## src/rtl/obstacle_scheduler.sv

```systemverilog
// Obstacle scheduler: distance countdown, game-phase FSM, LFSR-driven coin/barrier releases.
// Optional build macro DOUBLE_SPAWN_EN: each spawn also releases the other object in the next lane.
module obstacle_scheduler #(
  parameter int START_DISTANCE   = 200,
  parameter int FRAMES_PER_METER = 64,
  parameter int SPAWN_INTERVAL   = 20,
  parameter int REFRESH_FRAMES   = 16
) (
  input  logic        i_clk,
  input  logic        i_rst_n,
  input  logic        i_frame_tick,
  input  logic        i_game_switch,
  input  logic        i_zero_lives,
  input  logic        i_penguin_hit,
  input  logic        i_coin_hit,
  output logic [11:0] o_distance,
  output logic [1:0]  o_state,
  output logic [1:0]  o_release_coin,
  output logic [1:0]  o_release_barrier,
  output logic [2:0]  o_active_led,
  output logic        o_sprite_refresh
);

  localparam int FW = (FRAMES_PER_METER > 1) ? $clog2(FRAMES_PER_METER) : 1;
  localparam int MW = (SPAWN_INTERVAL > 1) ? $clog2(SPAWN_INTERVAL) : 1;
  localparam int RW = (REFRESH_FRAMES > 1) ? $clog2(REFRESH_FRAMES) : 1;

  localparam logic [FW-1:0] FRAME_LAST   = FW'(FRAMES_PER_METER - 1);
  localparam logic [MW-1:0] METER_LAST   = MW'(SPAWN_INTERVAL - 1);
  localparam logic [RW-1:0] REFRESH_LAST = RW'(REFRESH_FRAMES - 1);
  localparam logic [11:0]   DIST_INIT    = 12'(START_DISTANCE);
  localparam logic [7:0]    LFSR_SEED    = 8'hA5;

  typedef enum logic [1:0] {
    IDLE   = 2'd0,
    RUN    = 2'd1,
    PAUSE  = 2'd2,
    FINISH = 2'd3
  } state_t;

  state_t          state_reg, state_next;
  logic [11:0]     distance_reg;
  logic [FW-1:0]   frame_cnt_reg;
  logic [MW-1:0]   meter_cnt_reg;
  logic [RW-1:0]   refresh_cnt_reg;
  logic            refresh_reg;
  logic [7:0]      lfsr_reg;
  logic [1:0]      coin_reg, barrier_reg;

  logic            run_tick, frame_wrap, meter_step, dist_hits_zero, spawn_en, restart;
  logic            lfsr_fb;
  logic [1:0]      spawn_lane, other_lane;

  assign run_tick       = (state_reg == RUN) && i_frame_tick && !i_zero_lives;
  assign frame_wrap     = run_tick && (frame_cnt_reg == FRAME_LAST);
  assign meter_step     = frame_wrap && (distance_reg != 12'd0);
  assign dist_hits_zero = meter_step && (distance_reg == 12'd1);
  // A spawn on the final metre is dropped: reaching FINISH takes precedence.
  assign spawn_en       = meter_step && (meter_cnt_reg == METER_LAST) && !dist_hits_zero;
  assign restart        = (state_reg == FINISH) && (state_next == IDLE);

  assign lfsr_fb    = lfsr_reg[7] ^ lfsr_reg[5] ^ lfsr_reg[4] ^ lfsr_reg[3];
  assign spawn_lane = (lfsr_reg[1:0] == 2'b00) ? 2'b10 : lfsr_reg[1:0];
  assign other_lane = (spawn_lane == 2'b11) ? 2'b01 : spawn_lane + 2'd1;

  // State register
  always_ff @(posedge i_clk or negedge i_rst_n) begin
    if (!i_rst_n) state_reg <= IDLE;
    else          state_reg <= state_next;
  end

  // Next-state logic
  always_comb begin
    state_next = state_reg;
    if (i_zero_lives) begin
      state_next = FINISH;
    end else begin
      case (state_reg)
        IDLE:   if (i_game_switch) state_next = RUN;
        RUN: begin
          if (!i_game_switch)                                state_next = PAUSE;
          else if (dist_hits_zero || distance_reg == 12'd0)  state_next = FINISH;
        end
        PAUSE:  if (i_game_switch) state_next = RUN;
        FINISH: if (!i_game_switch) state_next = IDLE;
        default: state_next = IDLE;
      endcase
    end
  end

  // Outputs
  always_comb begin
    o_state           = state_reg;
    o_distance        = distance_reg;
    o_sprite_refresh  = refresh_reg;
    o_release_coin    = coin_reg;
    o_release_barrier = i_penguin_hit ? 2'b00 : barrier_reg;
    if (o_release_barrier != 2'b00)   o_active_led = 3'b100;
    else if (o_release_coin != 2'b00) o_active_led = 3'b110;
    else                              o_active_led = 3'b010;
  end

  // Distance, frame/metre/refresh counters and LFSR; frozen outside RUN.
  always_ff @(posedge i_clk or negedge i_rst_n) begin
    if (!i_rst_n) begin
      distance_reg    <= DIST_INIT;
      frame_cnt_reg   <= '0;
      meter_cnt_reg   <= '0;
      refresh_cnt_reg <= '0;
      refresh_reg     <= 1'b0;
      lfsr_reg        <= LFSR_SEED;
    end else if (restart) begin
      distance_reg    <= DIST_INIT;
      frame_cnt_reg   <= '0;
      meter_cnt_reg   <= '0;
      refresh_cnt_reg <= '0;
      refresh_reg     <= 1'b0;
    end else if (run_tick) begin
      lfsr_reg <= {lfsr_reg[6:0], lfsr_fb};
      frame_cnt_reg <= frame_wrap ? '0 : frame_cnt_reg + FW'(1);
      if (meter_step) begin
        distance_reg  <= distance_reg - 12'd1;
        meter_cnt_reg <= (meter_cnt_reg == METER_LAST) ? '0 : meter_cnt_reg + MW'(1);
      end
      if (refresh_cnt_reg == REFRESH_LAST) begin
        refresh_cnt_reg <= '0;
        refresh_reg     <= ~refresh_reg;
      end else begin
        refresh_cnt_reg <= refresh_cnt_reg + RW'(1);
      end
    end
  end

  // Release registers: a spawn overrides a same-edge hit, which refers to the old object.
  always_ff @(posedge i_clk or negedge i_rst_n) begin
    if (!i_rst_n) begin
      coin_reg    <= 2'b00;
      barrier_reg <= 2'b00;
    end else if (state_next == FINISH) begin
      coin_reg    <= 2'b00;
      barrier_reg <= 2'b00;
    end else if (spawn_en) begin
      if (lfsr_reg[2]) begin
        barrier_reg <= spawn_lane;
`ifdef DOUBLE_SPAWN_EN
        coin_reg    <= other_lane;
`else
        coin_reg    <= 2'b00;
`endif
      end else begin
        coin_reg    <= spawn_lane;
`ifdef DOUBLE_SPAWN_EN
        barrier_reg <= other_lane;
`else
        barrier_reg <= 2'b00;
`endif
      end
    end else if (state_reg != PAUSE) begin
      if (i_penguin_hit) barrier_reg <= 2'b00;
      if (i_coin_hit)    coin_reg    <= 2'b00;
    end
  end

`ifndef DOUBLE_SPAWN_EN
  logic unused_other_lane;
  assign unused_other_lane = ^other_lane;
`endif

endmodule
```

## config.mk

```make
export PLATFORM = sky130hd
export DESIGN_NAME = obstacle_scheduler
export DESIGN_NICKNAME = d
export VERILOG_FILES = /design/src/rtl/obstacle_scheduler.sv
export SDC_FILE = /design/constraint.sdc
export NUM_CORES = 1
export LEC_CHECK = 0
export BUFFER_PORTS_ARGS = -buffer_cell sky130_fd_sc_hd__buf_2
export CORE_MARGIN = 2
export CORE_UTILIZATION = 61
export DETAILED_ROUTE_END_ITERATION = 12
export HOLD_SLACK_MARGIN = 0.1
export PLACE_DENSITY_LB_ADDON = 0.12
export SYNTH_ARGS = -nofsm -noshare
export SYNTH_HDL_FRONTEND = slang
export SYNTH_SLANG_ARGS = --single-unit
```

## constraint.sdc

```tcl
create_clock -name i_clk -period 4.95 [get_ports i_clk]
set_input_delay 0.2475 -clock i_clk [delete_from_list [all_inputs] [get_ports i_clk]]
set_output_delay 0.2475 -clock i_clk [all_outputs]
set_load 0.02 [all_outputs]
```

==> Flow_metrics.wiki <==
{| class="wikitable"
! Metric !! Value
|-
| Complex-gate fraction of the synthesized area || 10.4%
|-
| CTS clk-pin slew, worst paths || ~120 ps
|-
| Number of antenna violations at the first check in global routing || 0
|-
| Number of warning messages in the yosys log || 0
|-
| Flip-flop and latch area || about 1100 sq um
|-
| Shortest clock period the worst path allows after layout || 2680 ps
|-
| Sequential share of power || 61.5%
|-
| Syn Area/Cell || between 9 and 10 sq um
|-
| Relative max-transition margin || 39.0%
|-
| Seq/Total Area, Yosys || a little under half
|-
| Starting utilization of the core area || 65.3%
|-
| Number of flops mapped to enable cells by yosys || 0
|-
| Clock network fraction of design power || ~27%
|-
| Via density per instance || 5.76
|-
| Hold Path Sink || o_state[0]
|-
| Multi-input combinational cell area || about 1100 sq um
|-
| Count of input and output buffers || 27
|-
| Largest family of logic cells by synthesized area || simple AND/OR/NAND/NOR gates
|-
| Most common library cell in the layout ignoring fill and taps || sky130_fd_sc_hd__nand2_1
|-
| Final Worst Setup Slack || 2270 ps
|-
| CP Data Required Time || ~5200 ps
|-
| Layout fillers || ~250
|-
| Outcome || completed
|-
| First-pass GRT wire length || roughly 7000 um
|-
| Fraction of synthesized cell area in xor and xnor cells || 6.28%
|-
| Post-CTS Setup Bufs || 0
|-
| #FFs+latches synth || 42
|-
| Unrepaired setup endpoints after global routing || no
|-
| Critical path arrival || 2950 ps
|-
| Hold Vio Cnt, Final || 0
|-
| Largest net degree at the start of global routing || 43
|-
| Full die area || between 4000 and 5000 sq um
|-
| Most used cells in the layout excluding fill and tap cells || sky130_fd_sc_hd__nand2_1 (39), sky130_fd_sc_hd__dfrtp_1 (35), sky130_fd_sc_hd__buf_2 (27)
|-
| Pre-Repair DR Iteration Count || 4
|-
| Most used flip-flop cell after synthesis || sky130_fd_sc_hd__dfrtp_1
|-
| Synthesized instance count || approximately 240
|-
| Placer's final routability congestion estimate || 0.839
|-
| Deepest clock path buffer count || 2
|-
| Via count of the first global-routing pass || 1,608
|-
| Final max-slew violation count || 0
|-
| Number of max-cap violations || 0
|-
| Slew at the pin closest to its max-slew limit || ~900 ps
|-
| Ant diodes || 0
|-
| Worst-skew pair later-pin latency || 360 ps
|-
| Layout cell share with drive strength beyond 1 || 19.6%
|-
| Flip-flop count of the largest register, all copies and words added || 12
|-
| Cell depth of the worst hold path || 2
|-
| Register-to-Register Setup Slack || approximately 2400 ps
|-
| Hold_sp || i_game_switch
|-
| Switching Fraction || 26.7%
|-
| Gr usage total || between 20% and 30%
|-
| Total overflow reported by the global router || 0
|-
| Synthesized-area fraction occupied by and/or/nand/nor cells || 29.4%
|-
| Number of I/O pins || 29
|-
| Initial detailed-routing violation count || 151
|-
| Cell Area, Synth || 2230 sq um
|-
| Worst Setup Slack post-DPL || ~2500 ps
|-
| Worst flop-to-flop path endpoint || barrier_reg[1]
|-
| Worst Hold Class || in -> reg
|-
| Chip height || between 60 and 70 um
|-
| Path depth of the worst reg2reg path || 5
|-
| Multiplexer fraction of the synthesized cell area || 0.448%
|-
| Static leakage || ~0.0011 uW
|-
| Worst-case clock skew || 13.3 ps
|-
| Type of element capturing the critical path || flip-flop
|-
| Number of buffers inserted during clock tree synthesis || 5
|-
| Die X || roughly 64 um
|-
| Number of clock sinks || 42
|-
| Wire length after detailed routing || 4060 um
|-
| Synthesized-area fraction occupied by adder cells || 2.80%
|-
| Root buf cell || sky130_fd_sc_hd__clkbuf_4
|-
| P_sw || between 150 and 200 uW
|-
| Logic pwr share || 11.2%
|-
| Area of the core || around 3400 sq um
|-
| Post-route ant nets || 0
|-
| Detailed-route via count || 1,791
|-
| Startpoint Class || input port
|-
| Worst IR drop on VDD || 0.198 mV
|-
| Setup TNS || 0 ps
|-
| Number of cell rows || 21
|-
| Number of nets at the end of the flow || 276
|-
| Worst setup path class || in -> reg
|-
| Internal Pwr Total || 470 uW
|-
| Net count after synthesis || ~250
|-
| Post-synth cell types || 47
|-
| Fin crit share || ~54%
|-
| DRC errors left || 0
|-
| Fraction of registers with async set or reset after synthesis || between 90% and 100%
|-
| Pwr per Cell Area || 260 nW/um^2
|-
| Peak clock frequency supported by timing || 0.374 GHz
|-
| Area added between synthesis and finish || 10.2%
|-
| Wire length per cell after detailed routing || 13.1 um
|-
| Setup violation total in the final timing report || 0
|-
| Final HPWL DP || 2760 um
|-
| Clock tree from TritonCTS || done
|-
| Critical path peak fanout || 22
|-
| Number of levels in the clock H-tree || 2
|-
| Startpoint of the lowest-slack register-to-register path || o_state[0]
|}
cells in the mapped netlist, drive strengths merged, types with 3 or more instances:
| master | instances | share of area (%) |
|---|---|---|
| or3 | 5 | 1.4 |
| o21ai | 10 | 2.2 |
| and3 | 5 | 1.6 |
| ha | 5 | 2.8 |
| buf | 3 | 1.0 |
| nor2 | 23 | 3.9 |
| nor2b | 3 | 0.84 |
| xnor2 | 5 | 2.0 |
| a21oi | 13 | 2.9 |
| nor3b | 3 | 1.2 |
| or2 | 3 | 0.84 |
| dfrtp | 35 | 39 |
| a211oi | 3 | 1.0 |
| nand4 | 10 | 3.8 |
| clkbuf | 6 | 1.0 |
| xor2 | 11 | 4.3 |
| inv | 6 | 1.0 |
| nand3 | 12 | 2.9 |
| dfstp | 7 | 8.2 |
| nand2 | 40 | 6.8 |
repair_timing:
| action | CTS | global route |
|---|---|---|
| resized for setup | 0 | 0 |
| hold endpoints to repair | 36 | 0 |
| hold buffers | 2 | 0 |
| setup endpoints to repair | 0 | 0 |
critical path, cell delays in order:
cell                            delay (ps)
sky130_fd_sc_hd__dlygate4sd3_1         550
sky130_fd_sc_hd__buf_2                 160
sky130_fd_sc_hd__and4bb_1              770
sky130_fd_sc_hd__and3_4                410
sky130_fd_sc_hd__nand4_2               200
sky130_fd_sc_hd__or3b_1                410
sky130_fd_sc_hd__a211oi_1              200
logic make-up (layout without fill, tap and decap cells):
family	Yosys count	count (layout)
AO/OA/AOI/OAI	38	38
XOR/XNOR	16	16
adder cells (fa/ha/maj)	5	5
buffers and inverters	15	43
flip-flops	42	42
multiplexers	1	1
other	1	1
AND/OR/NAND/NOR	119	119
worst max path at each step:
| stage | startpoint | end | slack (ps) | depth (start not counted) |
|---|---|---|---|---|
| after floorplan | o_distance[0] | barrier_reg[1] | 2940 | 7 |
| after global placement | o_state[0] | barrier_reg[1] | 2510 | 5 |
| after detailed placement | o_state[0] | barrier_reg[1] | 2450 | 5 |
| after CTS | i_zero_lives | barrier_reg[1] | 2310 | 7 |
| after global routing | i_zero_lives | barrier_reg[1] | 2170 | 7 |
| final | i_zero_lives | barrier_reg[1] | 2270 | 7 |
per-stage QoR:
| step | instance area, sq um | util [%] | std cells | power [uW] | hold slack [ps] |
|---|---|---|---|---|---|
| after floorplan | 2230 | - | 237 | 449 | -48.1 |
| after global placement | 2380 | 69.7 | 301 | 470 | 423 |
| after detailed placement | 2380 | 69.7 | 301 | 471 | 427 |
| after CTS | 2460 | 72.0 | 311 | 645 | 133 |
| after global routing | 2460 | 72.0 | 311 | 679 | 137 |
| final | 2460 | 72.0 | 311 | 641 | 143 |
metal layers:
metal | wire length [um] | global-route usage, %
met4 | 55 | 9.31
met3 | 210 | 5.38
met5 | 0 | 0
met2 | 1860 | 34.1
met1 | 1930 | 30.0
power groups by stage:
stage / logic (uW) / clock network (uW) / registers (uW)
final: 71.6 / 175 / 394
after global routing: 84.4 / 196 / 399
after CTS: 72.2 / 178 / 394
after detailed placement: 70.5 / 0 / 401
after global placement: 70.1 / 0 / 400
after floorplan: 52.0 / 0 / 397
layout make-up:
class,instances,share of cell area (%)
multi-input cells,180,44.9
flip-flops and latches,42,43.1
repair buffers,29,6.31
well taps,46,2.34
clock buffers,7,2.24
inverters,6,0.916
clock inverters,1,0.203
Power figures use the tool's default switching activity.
